### src/rtl/shared_bus_pkg.sv
// Shared definitions for the shared-bus arbiter: FSM state encoding and
// helpers that size the index and counter fields.
package shared_bus_pkg;

    typedef enum logic [1:0] {
        ST_IDLE  = 2'd0,
        ST_GRANT = 2'd1,
        ST_TURN  = 2'd2
    } state_t;

    // Counter able to hold 0..max_val; never narrower than one bit.
    function automatic int cnt_width(input int max_val);
        return (max_val < 1) ? 1 : $clog2(max_val + 1);
    endfunction

    // Index able to address n requesters; never narrower than one bit.
    function automatic int idx_width(input int n);
        return (n < 2) ? 1 : $clog2(n);
    endfunction

endpackage

### src/rtl/shared_bus_arbiter_rr_pick.sv
// Combinational round-robin picker: first set request at or after ptr,
// wrapping modulo NREQ.
module rr_pick
    import shared_bus_pkg::*;
#(
    parameter int NREQ = 4,
    parameter int IW   = idx_width(NREQ)
) (
    input  logic [NREQ-1:0] req,
    input  logic [IW-1:0]   ptr,
    output logic [NREQ-1:0] onehot,
    output logic [IW-1:0]   idx,
    output logic            any
);

    localparam logic [IW:0]     NREQ_W  = (IW + 1)'(NREQ);
    localparam logic [NREQ-1:0] ONE_HOT = NREQ'(1);

    logic [2*NREQ-1:0] dbl_s;
    logic [NREQ-1:0]   rot_s;
    logic [IW-1:0]     off_s;
    logic [IW:0]       sum_s;
    logic [IW:0]       wrap_s;

    // Rotate requests so that bit 0 is the requester at ptr.
    always_comb begin
        dbl_s = {req, req} >> ptr;
        rot_s = dbl_s[NREQ-1:0];
    end

    // Lowest set rotated bit wins; map the offset back to an absolute index.
    always_comb begin
        off_s = '0;
        for (int i = NREQ - 1; i >= 0; i--) begin
            off_s = rot_s[i] ? IW'(i) : off_s;
        end
        sum_s  = {1'b0, ptr} + {1'b0, off_s};
        wrap_s = (sum_s >= NREQ_W) ? (sum_s - NREQ_W) : sum_s;
        idx    = wrap_s[IW-1:0];
        any    = |req;
        onehot = any ? (ONE_HOT << idx) : '0;
    end

endmodule

### src/rtl/shared_bus_arbiter.sv
// Round-robin arbiter for one shared bus with bounded tenure, idle turnaround
// and a charge keeper that holds the last driven value until it decays.
module shared_bus_arbiter
    import shared_bus_pkg::*;
#(
    parameter int NREQ     = 4,
    parameter int DW       = 16,
    parameter int TURN     = 1,
    parameter int MAX_HOLD = 8,
    parameter int DECAY    = 50
) (
    input  logic               clk,
    input  logic               rst,
    input  logic [NREQ-1:0]    req,
    input  logic [NREQ-1:0]    last,
    input  logic [NREQ*DW-1:0] wdata,
    output logic [NREQ-1:0]    grant,
    output logic               bus_oe,
    output logic [DW-1:0]      bus_data,
    output logic               bus_valid,
    output logic               timeout
);

    localparam int IW  = idx_width(NREQ);
    localparam int HW  = cnt_width(MAX_HOLD);
    localparam int TW  = cnt_width(TURN);
    localparam int DCW = cnt_width(DECAY);

    localparam logic [IW-1:0]  IDX_MAX    = IW'(NREQ - 1);
    localparam logic [IW-1:0]  IDX_ONE    = IW'(1);
    localparam logic [HW-1:0]  HOLD_LAST  = HW'(MAX_HOLD - 1);
    localparam logic [HW-1:0]  HOLD_ONE   = HW'(1);
    localparam logic [TW-1:0]  TURN_LAST  = TW'((TURN > 0) ? TURN - 1 : 0);
    localparam logic [TW-1:0]  TURN_ONE   = TW'(1);
    localparam logic [DCW-1:0] DECAY_LAST = DCW'(DECAY - 1);
    localparam logic [DCW-1:0] DECAY_FULL = DCW'(DECAY);
    localparam logic [DCW-1:0] DECAY_ONE  = DCW'(1);

    state_t          state_r, next_state_s;
    logic [NREQ-1:0] grant_r;
    logic [IW-1:0]   gidx_r;
    logic [IW-1:0]   ptr_r;
    logic [HW-1:0]   hold_cnt_r;
    logic [TW-1:0]   turn_cnt_r;
    logic [DCW-1:0]  decay_cnt_r;
    logic [DW-1:0]   keep_data_r;
    logic            keep_valid_r;
    logic            timeout_r;

    logic [NREQ-1:0] pick_onehot_s;
    logic [IW-1:0]   pick_idx_s;
    logic            pick_any_s;
    logic            cur_req_s;
    logic            cur_last_s;
    logic [DW-1:0]   sel_data_s;
    logic            hold_max_s;
    logic            tenure_end_s;
    logic            force_rel_s;

    rr_pick #(
        .NREQ (NREQ),
        .IW   (IW)
    ) u_pick (
        .req    (req),
        .ptr    (ptr_r),
        .onehot (pick_onehot_s),
        .idx    (pick_idx_s),
        .any    (pick_any_s)
    );

    // Request, last flag and data of the current owner; other requesters are invisible.
    always_comb begin
        cur_req_s  = 1'b0;
        cur_last_s = 1'b0;
        sel_data_s = '0;
        for (int i = 0; i < NREQ; i++) begin
            cur_req_s  = (gidx_r == IW'(i)) ? req[i]            : cur_req_s;
            cur_last_s = (gidx_r == IW'(i)) ? last[i]           : cur_last_s;
            sel_data_s = (gidx_r == IW'(i)) ? wdata[i*DW +: DW] : sel_data_s;
        end
    end

    // FSM state register.
    always_ff @(posedge clk) begin
        if (rst) begin
            state_r <= ST_IDLE;
        end else begin
            state_r <= next_state_s;
        end
    end

    // FSM next-state logic.
    always_comb begin
        next_state_s = state_r;
        case (state_r)
            ST_IDLE: begin
                next_state_s = pick_any_s ? ST_GRANT : ST_IDLE;
            end
            ST_GRANT: begin
                if (tenure_end_s) begin
                    next_state_s = (TURN > 0) ? ST_TURN : ST_IDLE;
                end else begin
                    next_state_s = ST_GRANT;
                end
            end
            ST_TURN: begin
                next_state_s = (turn_cnt_r == TURN_LAST) ? ST_IDLE : ST_TURN;
            end
            default: begin
                next_state_s = ST_IDLE;
            end
        endcase
    end

    // FSM outputs: tenure end conditions; a final beat beats the hold limit.
    always_comb begin
        hold_max_s = (hold_cnt_r == HOLD_LAST);
        if (state_r == ST_GRANT) begin
            tenure_end_s = !cur_req_s || cur_last_s || hold_max_s;
            force_rel_s  = cur_req_s && !cur_last_s && hold_max_s;
        end else begin
            tenure_end_s = 1'b0;
            force_rel_s  = 1'b0;
        end
    end

    // Grant, pointer, tenure/turnaround counters and timeout pulse.
    always_ff @(posedge clk) begin
        if (rst) begin
            grant_r    <= '0;
            gidx_r     <= '0;
            ptr_r      <= '0;
            hold_cnt_r <= '0;
            turn_cnt_r <= '0;
            timeout_r  <= 1'b0;
        end else begin
            timeout_r <= 1'b0;
            case (state_r)
                ST_IDLE: begin
                    if (pick_any_s) begin
                        grant_r    <= pick_onehot_s;
                        gidx_r     <= pick_idx_s;
                        hold_cnt_r <= '0;
                    end else begin
                        grant_r <= '0;
                    end
                end
                ST_GRANT: begin
                    if (tenure_end_s) begin
                        grant_r    <= '0;
                        ptr_r      <= (gidx_r == IDX_MAX) ? '0 : gidx_r + IDX_ONE;
                        turn_cnt_r <= '0;
                        timeout_r  <= force_rel_s;
                    end else begin
                        hold_cnt_r <= hold_cnt_r + HOLD_ONE;
                    end
                end
                ST_TURN: begin
                    grant_r <= '0;
                    if (turn_cnt_r != TURN_LAST) begin
                        turn_cnt_r <= turn_cnt_r + TURN_ONE;
                    end else begin
                        turn_cnt_r <= turn_cnt_r;
                    end
                end
                default: begin
                    grant_r <= '0;
                end
            endcase
        end
    end

    // Keeper: capture while driven, then count idle cycles until the charge decays.
    always_ff @(posedge clk) begin
        if (rst) begin
            keep_data_r  <= '0;
            keep_valid_r <= 1'b0;
            decay_cnt_r  <= '0;
        end else if (|grant_r) begin
            keep_data_r  <= sel_data_s;
            keep_valid_r <= 1'b1;
            decay_cnt_r  <= '0;
        end else if (keep_valid_r) begin
            if (decay_cnt_r == DECAY_LAST) begin
                keep_data_r  <= '0;
                keep_valid_r <= 1'b0;
                decay_cnt_r  <= DECAY_FULL;
            end else begin
                decay_cnt_r <= decay_cnt_r + DECAY_ONE;
            end
        end else begin
            decay_cnt_r <= decay_cnt_r;
        end
    end

    assign grant     = grant_r;
    assign bus_oe    = |grant_r;
    assign bus_data  = bus_oe ? sel_data_s : keep_data_r;
    assign bus_valid = bus_oe | keep_valid_r;
    assign timeout   = timeout_r;

endmodule

### config.mk
export PLATFORM = sky130hd
export DESIGN_NAME = shared_bus_arbiter
export DESIGN_NICKNAME = d
export VERILOG_FILES = /design/src/rtl/shared_bus_pkg.sv /design/src/rtl/shared_bus_arbiter_rr_pick.sv /design/src/rtl/shared_bus_arbiter.sv
export SDC_FILE = /design/constraint.sdc
export NUM_CORES = 1
export LEC_CHECK = 0
export BUFFER_PORTS_ARGS = -buffer_cell sky130_fd_sc_hd__buf_2
export CAP_MARGIN = 20
export CORE_MARGIN = 3
export CORE_UTILIZATION = 53
export CTS_CLUSTER_DIAMETER = 100
export DETAILED_ROUTE_END_ITERATION = 16
export PLACE_DENSITY_LB_ADDON = 0.12
export SYNTH_ARGS = -nofsm -noshare
export SYNTH_HDL_FRONTEND = slang
export SYNTH_HIERARCHICAL = 1
export SYNTH_SLANG_ARGS = --single-unit
### constraint.sdc
create_clock -name clk -period 3.9 [get_ports clk]
set_clock_uncertainty 0.1 [all_clocks]
set_input_delay 0.195 -clock clk [delete_from_list [all_inputs] [get_ports clk]]
set_output_delay 0.195 -clock clk [all_outputs]
set_load 0.02 [all_outputs]
==> impl_results.md <==
- Worst R2R Setup Slack: 1410 ps
- Library cells used by synthesis: 47
- Gr busiest metal: met1
- Hold Path Depth: 3
- R2r startpoint: gidx_r[0]$_SDFFE_PP0P_
- Crit. End Element: output port
- Worst R2R End: hold_cnt_r[2]$_SDFFE_PP0P_
- Reg clk slew, reported paths: 80 ps
- Worst Hold Path EP: keep_data_r[6]$_SDFFE_PP0P_
- Leakage: 1.48 nW
- Deepest clock path buffer count: 2
- Ys flop type: dfxtp_1
- Yosys warns: 6
- DRT antenna net count: 0
- Hold-fix buffers at CTS: 0
- Die Width: 75.6 µm
- Nets: 517
- Cells after synthesis: 356
- Worst Max-Slew Pin Slew: 593 ps
- Crit path required time: 3610 ps
- Via Count: 2752
- Max Slew Vio Count: 0
- Detail Placement HPWL: 5.08 mm
- Total track usage: 23.7%
- I/O Pins: 97
- Vias in the first global route: 2278
- Worst Path Buf+Inv: 3
- GR Util met2: 35.1%
- Grt total ovfl: 0
- Post-Syn Nets: 438
- Crit-path cells: inv_1 -> ha_1 -> buf_4 -> a21oi_1 -> o21ai_0 -> a22oi_1 -> a21oi_1 -> buf_2
- Max cap viols: 0
- DRT iter0 DRCs: 192
- Hold Path Class: input pin to register
- Inserted Clock Buffers: 5
- Placer Congestion: 0.920
- CP arrival: 2260 ps
- TritonCTS Sinks: 38
- Placed cell areas: 0.00299 mm²
- Initial Util: 57.1%
- Number of flops mapped to enable cells by yosys: 0
- Max Freq: 391 MHz
- Crit path max fanout: 24
- RSZ-0062 raised after global routing: no
- Drt pass-1 iters: 4
- CP most frequent cell: a21oi_1
- Synthesized flop and latch total: 38
- First-pass GRT wire length: 10.4 mm
- Status: completed
- Max incr delay on CP: 400 ps
- Mapped cell area: 0.00257 mm²
- Vias/cell: 5.64
- VDD IR max: 0.236 mV
- Port Buffers: 96
- Row count: 24
- H-tree levels: 2
- Drt wl/cell: 14.0 µm
- R2R depth: 8
- Final period util: 65.6%
- Post-synthesis sequential area ratio: 29.6%
- Final wirelength: 6.81 mm
- Crit path max-delay family: compound AO/OA/AOI/OAI gates
- Crit Path Class: register to output port
- Diode count: 0
- # fillers: 383
- Die span in y: 75.6 µm
- Min Clock Period, post-route: 2560 ps
- Syn-to-layout area delta: 21.9%
- Met3 GRT Util: 2.64%
- Critical-path top delay cell: dfxtp_1
- Largest net degree at the start of global routing: 38
- Met1 usage: 35.7%
- Post-CTS Setup Inserts: 0
- PwrDens: 600 mW/mm²
- Final Hold Viols: 0
- Layout cells sized above 1: 27.3%
- Final setup TNS: 0 ps
- Setup violators final: 0
- Relative slew margins: 60.5%
- Share of flip-flops with an asynchronous set or reset: 0%
- CTS Root Cell: clkbuf_8
- Crit start category: register
- Clock Latency Late Sink: 300 ps
- Avg Cell Area, Syn: 7.22 µm²
- Worst min-delay path startpoint: wdata[54]
- DRC viols: 0
- Die area: 0.00572 mm²
- Post-CTS Resized: 0
- Initial antenna violation count: 0
- TritonCTS clock tree: done
- Placeable Area: 0.00450 mm²
- Finished layout cell area: 0.00313 mm²
==> worst max path at each step <==
| stage | from | slack (ps) | depth (start not counted) | end |
|---|---|---|---|---|
| finish | gidx_r[0]$_SDFFE_PP0P_ | 1340 | 8 | bus_data[2] |
| global route | gidx_r[0]$_SDFFE_PP0P_ | 1150 | 8 | hold_cnt_r[2]$_SDFFE_PP0P_ |
| CTS | gidx_r[0]$_SDFFE_PP0P_ | 1370 | 8 | bus_data[2] |
| detailed placement | gidx_r[0]$_SDFFE_PP0P_ | 1430 | 8 | hold_cnt_r[2]$_SDFFE_PP0P_ |
| global placement | gidx_r[0]$_SDFFE_PP0P_ | 1520 | 8 | hold_cnt_r[2]$_SDFFE_PP0P_ |
| floorplan | gidx_r[0]$_SDFFE_PP0P_ | 1880 | 8 | hold_cnt_r[2]$_SDFFE_PP0P_ |
==> cells in the mapped netlist (all sizes together), types with 3 or more instances <==
library cell	instances	area, µm²
a21oi	57	289
nand2	48	180
dfxtp	38	761
o21ai	38	194
nor2	35	131
inv	23	86.3
a22oi	20	150
clkbuf	19	71.3
buf	8	77.6
ha	8	100
mux2i	7	70.1
nor2b	4	25.0
xnor2	4	35.0
and2	3	18.8
and3b	3	26.3
nand2b	3	26.3
nand3	3	15.0
nor3	3	15.0
==> logic make-up (layout without fill, tap and decap cells) <==
kind of cell | count (synthesis) | after routing | share of synthesized area, %
mux | 7 | 7 | 2.73
simple gates | 120 | 120 | 22.8
buf+inv | 50 | 130 | 9.15
xor+xnor | 6 | 6 | 2.04
fa+ha+maj | 8 | 8 | 3.89
flops | 38 | 38 | 29.6
compound gates | 127 | 127 | 29.8
==> worst register-to-register path, stage by stage (launching register included) <==
cell and delay [ps]:
dfxtp_1 350, inv_1 100, ha_1 370, buf_4 320, and4bb_2 280, o21ai_1 90
a21oi_2 390, a2111oi_0 190, a41o_1 220
==> report_power, final <==
part | total [W] | switching [W] | leakage (nW) | internal [W]
logic | 0.000941 | 0.000611 | 1.10 | 0.000329
registers | 0.000519 | 0.0000598 | 0.310 | 0.000460
clock network | 0.000418 | 0.000145 | 0.0714 | 0.000273
total | 0.00188 | 0.000816 | 1.48 | 0.00106
==> registers in the layout, summed over array words and instances (netlist names) <==
signal,count
state_r,2
keep_valid_r,1
keep_data_r,16
decay_cnt_r,6
hold_cnt_r,4
ptr_r,2
gidx_r,2
timeout,1
grant,4
==> routing by layer <==
layer  routed length [µm]  up-vias
met2                 3060       98
met3                  443        8
li1                     -     1393
met5                    0        -
met1                 3220     1253
met4                   94        0
==> cell usage in the layout, fill, tap and decap left out, types with 3 or more instances in the layout <==
cell type and n:
o21ai_1 4, dfxtp_1 38, xnor2_1 4, buf_4 3, nand3_1 3, inv_1 23, clkbuf_8 6, and3b_1 3
nor2_1 35, nor2b_1 4, a22oi_1 20, o21ai_0 33, a21oi_1 56, nor3_1 3, buf_2 96, and2_1 3
ha_1 8, mux2i_1 7, nand2_1 48
==> layout make-up <==
| class | count | area [µm²] | area share [%] |
|---|---|---|---|
| multi-input cells | 268 | 1570 | 50.3 |
| flip-flops and latches | 38 | 761 | 24.3 |
| repair buffers | 99 | 503 | 16.1 |
| inverters | 23 | 86.3 | 2.76 |
| clock buffers | 6 | 82.6 | 2.64 |
| well taps | 52 | 65.1 | 2.08 |
| clock inverters | 2 | 60.1 | 1.92 |
==> per-stage QoR <==
stage          instances  hold slack (ps)  setup WS [ps]  power, W  utilization [%]
6_report             488              141           1340   0.00188             69.5
3_5_place_dp         480              346           1430   0.00146             66.4
4_1_cts              488              138           1370   0.00188             69.5
2_1_floorplan        356              320           1880   0.00120                -
5_1_grt              488              168           1150   0.00201             69.5
3_3_place_gp         480              335           1520   0.00144             66.4
(Power assumes the default switching activity.)
